File: src/rtl/mdio_pkg.sv
// Shared MDIO definitions: frame constants, field widths, error codes and
// the frame-parser state encoding, reusable by controller/peripheral blocks.
package mdio_pkg;

  localparam logic [1:0] OP_WRITE = 2'b01;
  localparam logic [1:0] OP_READ  = 2'b10;
  localparam logic [1:0] ST       = 2'b01;

  localparam int PHYAD_W = 5;
  localparam int REGAD_W = 5;
  localparam int DATA_W  = 16;

  localparam logic [1:0] ERR_NONE = 2'd0;
  localparam logic [1:0] ERR_ST   = 2'd1;
  localparam logic [1:0] ERR_OP   = 2'd2;
  localparam logic [1:0] ERR_TA   = 2'd3;

  typedef enum logic [2:0] {
    S_IDLE  = 3'd0,
    S_ST    = 3'd1,
    S_OP    = 3'd2,
    S_PHYAD = 3'd3,
    S_REGAD = 3'd4,
    S_TA    = 3'd5,
    S_DATA  = 3'd6
  } mdio_state_e;

  // Only the two clause-22 opcodes describe a real transaction.
  function automatic logic op_is_valid(input logic [1:0] op);
    return (op == OP_WRITE) || (op == OP_READ);
  endfunction

endpackage

File: src/rtl/mdc_edge_detect.sv
// Registers MDC once and flags the CLK cycle in which MDC has just risen.
module mdc_edge_detect (
  input  logic i_clk,
  input  logic i_reset,
  input  logic i_mdc,
  output logic o_rise
);

  logic r_mdc;

  // Previous-cycle copy of MDC for rising-edge detection.
  always_ff @(posedge i_clk) begin
    if (i_reset) r_mdc <= 1'b0;
    else         r_mdc <= i_mdc;
  end

  assign o_rise = i_mdc & ~r_mdc;

endmodule

File: src/rtl/mdio_frame_monitor.sv
// Passive MDIO clause-22 frame monitor: watches MDC/MDIO, reports complete
// frames with their fields, protocol errors, and a running valid-frame count.
module mdio_frame_monitor
  import mdio_pkg::*;
#(
  parameter int MIN_PREAMBLE = 32,
  parameter int CNT_W        = 8
) (
  input  logic                 i_clk,
  input  logic                 i_reset,
  input  logic                 i_mdc,
  input  logic                 i_mdio_oe,
  input  logic                 i_mdio_out,
  input  logic                 i_mdio_in,
  output logic                 o_frame_valid,
  output logic                 o_frame_wr,
  output logic [PHYAD_W-1:0]   o_frame_phyad,
  output logic [REGAD_W-1:0]   o_frame_regad,
  output logic [DATA_W-1:0]    o_frame_data,
  output logic                 o_frame_err,
  output logic [1:0]           o_err_code,
  output logic [CNT_W-1:0]     o_frame_cnt
);

  localparam int                PRE_W   = $clog2(MIN_PREAMBLE + 1);
  localparam logic [PRE_W-1:0] PRE_MAX = PRE_W'(MIN_PREAMBLE);

  logic               w_sample;
  logic               w_line;
  logic               w_ta_ok;

  mdio_state_e        r_state;
  logic [PRE_W-1:0]   r_pre_cnt;
  logic [3:0]         r_bit_cnt;
  logic               r_op_hi;
  logic               r_wr;
  logic               r_ta_bad;
  logic [PHYAD_W-1:0] r_phyad;
  logic [REGAD_W-1:0] r_regad;
  logic [DATA_W-1:0]  r_data;

  mdc_edge_detect u_mdc_edge (
    .i_clk   (i_clk),
    .i_reset (i_reset),
    .i_mdc   (i_mdc),
    .o_rise  (w_sample)
  );

  // Whoever currently owns the wire determines the observed bit.
  assign w_line = i_mdio_oe ? i_mdio_out : i_mdio_in;

  // Write TA: controller drives 1,0. Read TA: peripheral owns both bits,
  // first value is don't-care (line is turning around), second must be 0.
  assign w_ta_ok = r_wr ? (i_mdio_oe && (w_line == (r_bit_cnt == 4'd0)))
                        : (!i_mdio_oe && ((r_bit_cnt == 4'd0) || !w_line));

  // Frame parser FSM with registered result and error outputs.
  always_ff @(posedge i_clk) begin
    if (i_reset) begin
      r_state       <= S_IDLE;
      r_pre_cnt     <= '0;
      r_bit_cnt     <= '0;
      r_op_hi       <= 1'b0;
      r_wr          <= 1'b0;
      r_ta_bad      <= 1'b0;
      r_phyad       <= '0;
      r_regad       <= '0;
      r_data        <= '0;
      o_frame_valid <= 1'b0;
      o_frame_wr    <= 1'b0;
      o_frame_phyad <= '0;
      o_frame_regad <= '0;
      o_frame_data  <= '0;
      o_frame_err   <= 1'b0;
      o_err_code    <= ERR_NONE;
      o_frame_cnt   <= '0;
    end else begin
      o_frame_valid <= 1'b0;
      o_frame_err   <= 1'b0;
      if (w_sample) begin
        unique case (r_state)
          S_IDLE: begin
            // Count is saturating, so reaching PRE_MAX means ">= MIN_PREAMBLE".
            // A short preamble ending in 0 is just line noise: restart quietly.
            if (w_line) begin
              if (r_pre_cnt != PRE_MAX) r_pre_cnt <= r_pre_cnt + PRE_W'(1);
            end else begin
              r_pre_cnt <= '0;
              if (r_pre_cnt == PRE_MAX) r_state <= S_ST;
            end
          end
          S_ST: begin
            if (w_line == ST[0]) begin
              r_state   <= S_OP;
              r_bit_cnt <= '0;
            end else begin
              o_frame_err <= 1'b1;
              o_err_code  <= ERR_ST;
              r_state     <= S_IDLE;
              r_pre_cnt   <= '0;
            end
          end
          S_OP: begin
            if (r_bit_cnt == 4'd0) begin
              r_op_hi   <= w_line;
              r_bit_cnt <= 4'd1;
            end else if (op_is_valid({r_op_hi, w_line})) begin
              r_wr      <= ({r_op_hi, w_line} == OP_WRITE);
              r_state   <= S_PHYAD;
              r_bit_cnt <= '0;
            end else begin
              o_frame_err <= 1'b1;
              o_err_code  <= ERR_OP;
              r_state     <= S_IDLE;
              r_pre_cnt   <= '0;
            end
          end
          S_PHYAD: begin
            r_phyad <= {r_phyad[PHYAD_W-2:0], w_line};
            if (r_bit_cnt == 4'(PHYAD_W - 1)) begin
              r_state   <= S_REGAD;
              r_bit_cnt <= '0;
            end else begin
              r_bit_cnt <= r_bit_cnt + 4'd1;
            end
          end
          S_REGAD: begin
            r_regad <= {r_regad[REGAD_W-2:0], w_line};
            if (r_bit_cnt == 4'(REGAD_W - 1)) begin
              r_state   <= S_TA;
              r_bit_cnt <= '0;
            end else begin
              r_bit_cnt <= r_bit_cnt + 4'd1;
            end
          end
          S_TA: begin
            // Both TA bits are always taken; the verdict is given after the second.
            if (r_bit_cnt == 4'd0) begin
              r_ta_bad  <= !w_ta_ok;
              r_bit_cnt <= 4'd1;
            end else if (r_ta_bad || !w_ta_ok) begin
              o_frame_err <= 1'b1;
              o_err_code  <= ERR_TA;
              r_state     <= S_IDLE;
              r_pre_cnt   <= '0;
            end else begin
              r_state   <= S_DATA;
              r_bit_cnt <= '0;
            end
          end
          S_DATA: begin
            r_data <= {r_data[DATA_W-2:0], w_line};
            if (r_bit_cnt == 4'(DATA_W - 1)) begin
              o_frame_valid <= 1'b1;
              o_frame_wr    <= r_wr;
              o_frame_phyad <= r_phyad;
              o_frame_regad <= r_regad;
              o_frame_data  <= {r_data[DATA_W-2:0], w_line};
              o_frame_cnt   <= o_frame_cnt + CNT_W'(1);
              r_state       <= S_IDLE;
              r_pre_cnt     <= '0;
              r_bit_cnt     <= '0;
            end else begin
              r_bit_cnt <= r_bit_cnt + 4'd1;
            end
          end
          default: begin
            r_state   <= S_IDLE;
            r_pre_cnt <= '0;
          end
        endcase
      end
    end
  end

endmodule

File: config.mk
export PLATFORM = sky130hd
export DESIGN_NAME = mdio_frame_monitor
export DESIGN_NICKNAME = d
export VERILOG_FILES = /design/src/rtl/mdio_pkg.sv /design/src/rtl/mdc_edge_detect.sv /design/src/rtl/mdio_frame_monitor.sv
export SDC_FILE = /design/constraint.sdc
export NUM_CORES = 1
export LEC_CHECK = 0
export BUFFER_PORTS_ARGS = -buffer_cell sky130_fd_sc_hd__buf_2
export CAP_MARGIN = 0
export CORE_MARGIN = 4
export CORE_UTILIZATION = 64
export CTS_BUF_LIST = sky130_fd_sc_hd__clkbuf_4
export CTS_CLUSTER_DIAMETER = 120
export DETAILED_ROUTE_END_ITERATION = 8
export PLACE_DENSITY = 0.87
export SETUP_SLACK_MARGIN = 0.1
export SYNTH_ARGS = -nofsm -noshare
export SYNTH_HDL_FRONTEND = slang
export SYNTH_HIERARCHICAL = 1
export SYNTH_SLANG_ARGS = --single-unit
File: constraint.sdc
create_clock -name i_clk -period 4.2 [get_ports i_clk]
set_clock_uncertainty 0.1 [all_clocks]
set_input_delay 0.21 -clock i_clk [delete_from_list [all_inputs] [get_ports i_clk]]
set_output_delay 0.21 -clock i_clk [all_outputs]
set_load 0.005 [all_outputs]
# Yosys cells after proc, flatten, opt, wreduce, memory -nomap -nowiden
# Cells that the tools add are included.
# totals
output_inout_bits	39
regBits	81
input_bits	6
word_cells	123
# op_classes
mux	43
bitwise_logic	6
n_reduce_logical	26
eq_ne	27
add_sub_neg	3
# ops
op	n
$mux W6	8
$pmux W6 S6	1
$mux W4	7
$mux W3	8
$ne A2 B2 Y1 const B	11
$pmux W3 S7	1
$pmux W4 S5	1
$mux W2	7
$eq A3 B3 Y1 const B	3
$ne A3 B3 Y1 const B	3
$reduce_and A3 Y1	3
$reduce_and A9 Y1	1
$add A8 B1 Y8 const B	1
$mux W1	8
$reduce_and A8 Y1	1
$reduce_and A7 Y1	1
$add A6 B1 Y6 const B	1
$eq A3 B2 Y1 const B	2
$eq A6 B6 Y1 const B	1
$ne A6 B6 Y1 const B	1
$pmux W2 S3	1
$reduce_and A2 Y1	3
$not A1 Y1	5
$reduce_and A5 Y1	1
other kinds (19)	25

# Logic depth before layout (Yosys ltp)
# Gate-level depths: netlist of run 1.
# depth
ltp_word	10
mapped_depth	11
depth_no_buf	10

# By module
# The synthesis of run 1 kept the hierarchy.
# by_module_without_submodules
module	instances	cells_each	seq_area_each_um2	area_each_um2
mdio_frame_monitor	1	431	1601.5	3578.4
mdc_edge_detect	1	3	20.0	47.5

# Worst setup path before layout of run 1
# OpenSTA, ideal clock, no wires.
# synth_timing
path_kind	reg2reg
startpoint	reg r_bit_cnt[0]
endpoint	reg o_err_code[1]
path_stages_with_launch	12
synth_period_minus_slack_ns	2.639
setup_ns	0.122
slack_ns	1.561
required_time_ns	3.978
n_path_buf	1
arrival_ns	2.417
cell_sequence	dfxtp_1 > inv_1 > ha_1 > nor3b_4 > inv_1 > ha_1 > or4_1 > and2_4 > o2111ai_4 > buf_6 > o31ai_1 > a221o_1
# synth_via
elab_chain_cells	8
elab_cells_between_ends	12
classes_between	eq/ne (4); mux (1); reduce/logical (7)
# synth_rtl
item	line_no	rtl
from (decl)	mdio_frame_monitor.sv:34	logic [3:0] r_bit_cnt;
from (signal assigned)	mdio_frame_monitor.sv:124	r_bit_cnt <= r_bit_cnt + 4'd1;
from (signal assigned)	mdio_frame_monitor.sv:133	r_bit_cnt <= r_bit_cnt + 4'd1;
from (signal assigned)	mdio_frame_monitor.sv:164	r_bit_cnt <= r_bit_cnt + 4'd1;
$logic_not A4 Y1 (*)	n/a	
$eq A1 B1 Y1 / $logic_or A1 B1 Y1 (equally long branches)	mdio_frame_monitor.sv:54, mdio_frame_monitor.sv:55	
$logic_and A1 B1 Y1, on equally long branches	mdio_frame_monitor.sv:54, mdio_frame_monitor.sv:55	
$mux W1	mdio_frame_monitor.sv:54	assign w_ta_ok = r_wr ? (i_mdio_oe && (w_line == (r_bit_cnt == 4'd0)))
$logic_not A1 Y1	mdio_frame_monitor.sv:141	end else if (r_ta_bad || !w_ta_ok) begin
$logic_or A1 B1 Y1	mdio_frame_monitor.sv:141	
$ne A2 B2 Y1 (no source line)	n/a	
$reduce_and A7 Y1 (no source line) (*)	n/a	
to (signal assigned)	mdio_frame_monitor.sv:98	o_err_code <= ERR_ST;
to (signal assigned)	mdio_frame_monitor.sv:113	o_err_code <= ERR_OP;
to (signal assigned)	mdio_frame_monitor.sv:143	o_err_code <= ERR_TA;
to (decl)	mdio_frame_monitor.sv:21	output logic [1:0] o_err_code,
# Every way passes the cells marked *; elsewhere a longest branch is shown, timed or not.
# A chain may end at the register's enable or synchronous reset.

# Worst setup path in the final report of run 1
# layout_timing
startpoint	in i_mdc
endpoint	reg o_frame_regad[1]
# layout_via
elab_chain_cells	2
# layout_rtl
item	line_no	rtl
from (decl)	mdio_frame_monitor.sv:11	input logic i_mdc,
$and A1 B1 Y1	mdc_edge_detect.sv:17	assign o_rise = i_mdc & ~r_mdc;
named net w_sample	mdio_frame_monitor.sv:28	logic w_sample;
$reduce_and A3 Y1 (no source line)	n/a	
to (signal assigned)	mdio_frame_monitor.sv:157	o_frame_regad <= r_regad;
to (decl)	mdio_frame_monitor.sv:18	output logic [REGAD_W-1:0] o_frame_regad,
# The timed path passes the listed nets, and every way through them passes these cells.

==> results.tsv, run 1 <==
stage	metric	value	unit
status	status	finished, final reports clean	
power_and_ir_drop	clkPwrFrac	32.0	%
global_routing	busiest_layer	met2	
floorplanning	die_y	83.3	um
critical_path	slowest_delay	930	ps
routing	drc	0	
routing	vias	3067	
placement	placedCellCount	526	
critical_path	critPathArrivalTime	3120	ps
power_and_ir_drop	p_seq_share	64.2	%
routing	wirelength	7480	um
clock_tree	worstSkewPairLatency	420	ps
final_layout	fillers	416	
floorplanning	dieArea	0.00693	mm2
placement	post-place-ws	1320	ps
timing	fmax	349	MHz
routing	vias_per_cell	5.66	
global_routing	grt_overflow	0	
power_and_ir_drop	ir_drop	218	uV
hold_path	hold_path_class	in -> reg	
logic_synthesis	ys_seq_area_share	44.7	%
final_layout	instances_no_fill	542	
run	cap_violations	0	
timing	setup_violations	0	
global_routing	grt_pass1_vias	2871	
clock_tree	clk_path_buf_depth	2	
power_and_ir_drop	comb_power_share	3.8	%
logic_synthesis	netlist-cell-type-count	62	
routing	wl_per_cell	13.8	um
logic_synthesis	async_flop_share	0	%
timing	setup_slack	1330	ps
critical_path	crit_slowest_cell	nor2_2	
critical_path	cp_cell_sequence	dlygate4sd3_1, buf_2, nor2b_4, nand4b_2, nor2_2, buf_4, nand2_1, a21oi_1	
final_layout	drive_above_1_share	17.0	%
timing	rsz0062_at_grt	no	
critical_path	crit_required	4450	ps
global_routing	track_usage	22.2	%
floorplanning	row_count	27	
timing	fin_setup_tns	0	ps
timing	slew_violations	0	
floorplanning	initial_core_util	65.8	%
timing	period_share	68.3	%
final_layout	seq_area	0.00162	mm2
power_and_ir_drop	p_int	0.907	mW
global_routing	grt_start_max_net_pins	49	
critical_path	critPathMaxFanout	25	
clock_tree	cts_sinks	81	
power_and_ir_drop	p_sw_share	24.4	%
placement	dp_hpwl	5160	um
timing	hold_ws	141	ps
final_layout	fin_nets	479	
critical_path	worst-setup-path-type	in -> reg	
global_routing	antenna_found_initial	0	
logic_synthesis	synth_edf_count	0	
routing	drt_iter0_drc	256	
final_layout	multi_input_area	0.00179	mm2
critical_path	cp-start-kind	input pin	
clock_tree	htreeDepth	3	
routing	antenna_left	0	
logic_synthesis	synthCells	434	
clock_tree	cts_tree	done	
timing	maxSlewHeadroom	31.6	%
timing	hold_viol_final	0	
routing	dr.pass1.iters	5	
global_routing	use_met1	28.1	%
critical_path	path_buf_inv	3	
global_routing	met2_usage	35.8	%
logic_synthesis	synth-main-ff-cell	dfxtp_1	
power_and_ir_drop	switching_power	0.293	mW
logic_synthesis	ys_warn_count	6	
power_and_ir_drop	p_per_area	307	mW/mm2
critical_path	endpoint_kind	flip-flop	
clock_tree	cts_buffers	9	
placement	port_buffers	44	
clock_tree	clkTransAtPathRegs	130	ps
logic_synthesis	avgSynthCellArea	8.35	um2
final_layout	area_growth	7.73	%
global_routing	grt_pass1_wl	12900	um
logic_synthesis	syn_area	0.00363	mm2
clock_tree	root_buffer	clkbuf_4	
critical_path	critical-path-top-delay-family	simple AND/OR/NAND/NOR gates	
logic_synthesis	synthesis.nets	447	
floorplanning	core_region_area	0.00551	mm2
timing	worst_pin_slew	1020	ps
logic_synthesis	synth-seq-cells	81	
power_and_ir_drop	leakage	1.47	nW
timing	period_minus_slack	2870	ps
floorplanning	io_pins	45	
floorplanning	die_w	83.3	um
placement	globalplace.congestion	0.939	
global_routing	met3_usage	5.16	%
final_layout	antenna_cells	0	
[worst reg2reg max path, stage by stage, from the launching register on]
cell and delay (ps):
dfxtp_1 720, nand4b_2 510, nor2_2 930, buf_4 320, nand2_1 80, a21oi_1 130
[state kept, by name (all words and copies together) (netlist names), 2 cells and up]
| register | count |
|---|---|
| o_err_code | 2 |
| r_pre_cnt | 6 |
| r_phyad | 5 |
| r_data | 15 |
| o_frame_regad | 5 |
| o_frame_cnt | 8 |
| r_regad | 5 |
| o_frame_phyad | 5 |
| o_frame_data | 16 |
| r_state | 3 |
| r_bit_cnt | 4 |
[Yosys cell counts, types with 5 or more instances]
master	count	area, um2
mux2i_1	5	50.1
nand2_1	100	375
clkbuf_1	18	67.6
nand3_1	22	110
ha_1	7	87.6
o31ai_1	5	37.5
nor2_1	30	113
or4_1	7	52.6
a21oi_1	61	305
nand4_1	6	37.5
inv_1	11	41.3
dfxtp_1	81	1620
[cells in the final DEF, fill, tap and decap left out, types with 5 or more instances in the layout]
cell and instances:
o31ai_1 5, nand3_1 22, dfxtp_1 81, mux2i_1 5, nor2_1 29, nand2_1 100
ha_1 7, buf_2 44, nand4_1 6, or4_1 7, inv_1 11, a21oi_1 61
clkbuf_4 10
[through the flow]
stage | total power, mW | cell area [um2] | utilization (%)
after CTS | 1.21 | 3910 | 70.9
final | 1.20 | 3910 | 70.9
after floorplan | 0.829 | 3630 | -
after global placement | 0.832 | 3790 | 68.8
after global routing | 1.25 | 3910 | 70.9
after detailed placement | 0.833 | 3790 | 68.8
[worst paths after layout]
check / startpoint / endpoint / slack [ps] / cells after the start
worst max-delay path: i_mdc / o_frame_regad[1] / 1330 / 8
worst min-delay path: i_mdio_oe / r_ta_bad / 140 / 4
worst max register to register: r_state[1] / o_frame_regad[1] / 1350 / 5
worst min register to register: o_frame_data[5] / o_frame_data[5] / 360 / 2
[power groups by stage]
stage	logic, mW	registers [mW]	clock network [mW]
2_1_floorplan	0.0412	0.788	0
3_3_place_gp	0.0439	0.788	0
3_5_place_dp	0.0449	0.788	0
4_1_cts	0.0456	0.771	0.392
5_1_grt	0.0510	0.771	0.426
6_report	0.0456	0.771	0.384
[repair_timing]
item / in CTS / in global routing
setup buffers: 0 / 0
gates resized for setup: 0 / 0
hold buffers: 1 / 0
hold endpoints to repair: 1 / 0
[routing by layer]
layer  vias to the layer above  share of wire, %
met5                         -                 0
met4                         0               2.2
met3                        18               5.1
met2                        82                47
met1                      1412                46
li1                       1555                 -
[layout make-up]
type / instances / area share, %
repair buffers: 48 / 6.47
flip-flops and latches: 81 / 41.5
clock inverters: 5 / 0.865
well taps: 72 / 2.31
clock buffers: 10 / 1.92
inverters: 12 / 1.22
multi-input cells: 314 / 45.7
[kinds of logic after synthesis]
kind of cell	share of synthesized area, %
AOI/OAI and AO/OA	15.7
xor gates and xnor gates	1.45
adders and majority gates	2.42
buffers and inverters	6.11
DFF	44.7
muxes	2.31
and+or+nand+nor	27.3
(Power assumes the default switching activity.)
==> inputs of run 2 (changes only) <==
Settings changed: CORE_UTILIZATION 64 to 60, PLACE_DENSITY 0.87 to 0.82.
Clock period 4.2 ns to 3 ns, I/O delays scaled along.
==> run 2 against run 1 <==
Flip-flop and latch count stayed put. Final cell count increased by 2.6%. Global-route usage shrank 0.23 points. Hold slack worse by 61 ps. Critical path depth up 2. Register-to-register slack got worse by 1100 ps. Sequential power grew 40%. Non-clock buffer count up 10. Combinational power grew 68%. Worst setup slack got worse by 1100 ps. First-iteration DRC count fell by 3.1%. Power is 50% higher. Highest routed layer unchanged.
==> results.tsv, run 2 (synthesis results as in run 1) <==
stage	metric	value	unit	change
power_and_ir_drop	p_sw_share	23.9	%	-0.47 points
final_layout	fin_area	0.00405	mm2	+3.6%
status	status	finished, final reports clean		
timing	fin_setup_tns	0	ps	unchanged
routing	drc	0		unchanged
global_routing	antenna_found_initial	0		unchanged
power_and_ir_drop	comb_power_share	4.3	%	+0.5 points
critical_path	critPathArrivalTime	2970	ps	-150 ps
timing	period_share	91.3	%	
power_and_ir_drop	p_per_area	446	mW/mm2	+45%
critical_path	slowest_delay	430	ps	-500 ps
floorplanning	initial_core_util	61.6	%	-4.2 points
clock_tree	root_buffer	clkbuf_4		
placement	globalplace.congestion	0.942		+0.33%
critical_path	crit_slowest_cell	or4_1		
routing	dr.pass1.iters	5		unchanged
clock_tree	htreeDepth	3		unchanged
critical_path	worst-setup-path-type	reg -> reg		
power_and_ir_drop	p_seq_share	59.8	%	-4.4 points
final_layout	layout_commonest_cell	nand2_1		
hold_path	whs_path_depth	3		-1
timing	maxSlewHeadroom	57.8	%	+26 points
global_routing	met3_usage	4.71	%	-0.45 points
final_layout	final_util	68.8	%	-2.2 points
critical_path	r2r_cells	10		+5
power_and_ir_drop	leakage	1.54	nW	+4.9%
global_routing	grt_overflow	0		unchanged
timing	slew_violations	0		unchanged
critical_path	critPathMaxFanout	7		-72%
floorplanning	row_count	28		+3.7%
timing	period_minus_slack	2740	ps	
clock_tree	cts_sinks	81		unchanged
routing	vias_per_cell	5.76		+1.8%
critical_path	cp_cell_sequence	inv_1, ha_2, nor3b_4, inv_2, ha_4, or4_1, and2_4, o2111ai_4, o31ai_1, a221o_1		
placement	post-place-ws	135	ps	-1190 ps
final_layout	antenna_cells	0		unchanged
placement	dp_hpwl	5120	um	-0.65%
clock_tree	cts_buffers	9		unchanged
clock_tree	cts_tree	done		
timing	hold_viol_final	0		unchanged
global_routing	met2_usage	34.9	%	-0.90 points
global_routing	use_met1	28.4	%	+0.30 points
final_layout	largest_reg_flops	16		unchanged
power_and_ir_drop	p_int	1.37	mW	+51%
power_and_ir_drop	switching_power	0.432	mW	+47%
global_routing	grt_start_max_net_pins	84		+71%
final_layout	drive_above_1_share	20.0	%	+2.9 points
power_and_ir_drop	clkPwrFrac	35.9	%	+3.9 points
floorplanning	die_y	85.7	um	+3.0%
placement	dpl_cell_area	0.00385	mm2	+1.6%
final_layout	fin_nets	489		+2.1%
clock_tree	clk_path_buf_depth	2		unchanged
critical_path	endpoint_kind	flip-flop		
routing	wl_per_cell	14.0	um	+1.7%
timing	worst_pin_slew	632	ps	-392 ps
critical_path	crit_required	3230	ps	-1220 ps
timing	setup_violations	0		unchanged
critical_path	cp-start-kind	flip-flop		
floorplanning	die_w	85.7	um	+3.0%
floorplanning	io_pins	45		unchanged
placement	port_buffers	44		unchanged
routing	vias	3203		+4.4%
global_routing	grt_pass1_wl	13100	um	+1.6%
power_and_ir_drop	ir_drop	344	uV	+58%
run	cap_violations	0		unchanged
final_layout	final_cell_mix	nand2_1 (100), dfxtp_1 (80), a21oi_1 (61), buf_2 (44), nor2_1 (29)		
clock_tree	worstSkewPairLatency	430	ps	about the same
routing	drt_iter0_drc	248		-3.1%
timing	setup_slack	261	ps	-1070 ps
timing	rsz0062_at_grt	no		
final_layout	area_growth	11.6	%	
final_layout	reg_top3	o_frame_data: 16 flops, r_data: 15 flops, o_frame_cnt: 8 flops		
routing	antenna_left	0		unchanged
global_routing	busiest_layer	met2		
floorplanning	dieArea	0.00735	mm2	+6.0%
power_and_ir_drop	report.power.total	1.80	mW	+50%
timing	fmax	365	MHz	
floorplanning	core_region_area	0.00589	mm2	+6.9%
clock_tree	clkTransAtPathRegs	130	ps	about the same
routing	wirelength	7810	um	+4.3%
global_routing	track_usage	21.9	%	-0.23 points
hold_path	hold_path_class	in -> reg		
final_layout	largest_register	o_frame_data		
global_routing	grt_pass1_vias	2852		-0.66%
## run 2: changes by cell type in the layout (fill, tap and decap cells not counted), sizes merged
cell	change
bufinv	+1
buf	+10
clkinvlp	-2
inv	+1
clkinv	+1
## run 2: path summary, 6_finish.rpt
kind | from | to | slack [ps]
setup / recovery | r_bit_cnt[1] | o_err_code[1] | 260
hold / removal | i_reset | u_mdc_edge/r_mdc | 80
setup reg to reg | r_bit_cnt[1] | o_err_code[1] | 260
hold reg to reg | o_frame_data[1] | o_frame_data[1] | 360
## run 2: cell type report
class                   count  area, um2
repair buffers             58        340
inverters                  12       47.5
fillers                   482       1840
clock buffers              10       75.1
clock inverters             6       66.3
multi-input cells         314       1800
well taps                  75       93.8
flip-flops and latches     81       1620
## run 2: metal layers
metal | part of all wire (%) | routed length, um
met4 | 2.7 | 208
met2 | 47 | 3660
met3 | 5.6 | 436
met5 | 0 | 0
met1 | 45 | 3500
## run 2: what timing repair did
item,CTS,global route
setup buffers,0,4
endpoints found under the setup margin,0,6
gates resized for setup,0,5
hold buffers,1,0
endpoints found under the hold margin,1,0
## run 2: critical path, delay by kind of cell (launching register included)
family / cells / cell delay [ps]
compound gates: 3 / 710
fa+ha+maj: 2 / 360
buf+inv: 2 / 200
flops: 1 / 340
simple gates: 3 / 930
## run 2: power by group through the flow
| stage | Sequential, mW | Clock, mW | Combinational [mW] |
|---|---|---|---|
| 6_report | 1.08 | 0.649 | 0.0768 |
| 5_1_grt | 1.08 | 0.704 | 0.0836 |
| 4_1_cts | 1.08 | 0.660 | 0.0696 |
| 3_5_place_dp | 1.10 | 0 | 0.0680 |
| 3_3_place_gp | 1.10 | 0 | 0.0668 |
| 2_1_floorplan | 1.10 | 0 | 0.0576 |
## run 2: per-stage QoR
step | std cells | hold slack (ps)
2_1_floorplan | 434 | 114
3_3_place_gp | 535 | 288
3_5_place_dp | 535 | 286
4_1_cts | 552 | 72.4
5_1_grt | 556 | 100
6_report | 556 | 79.8
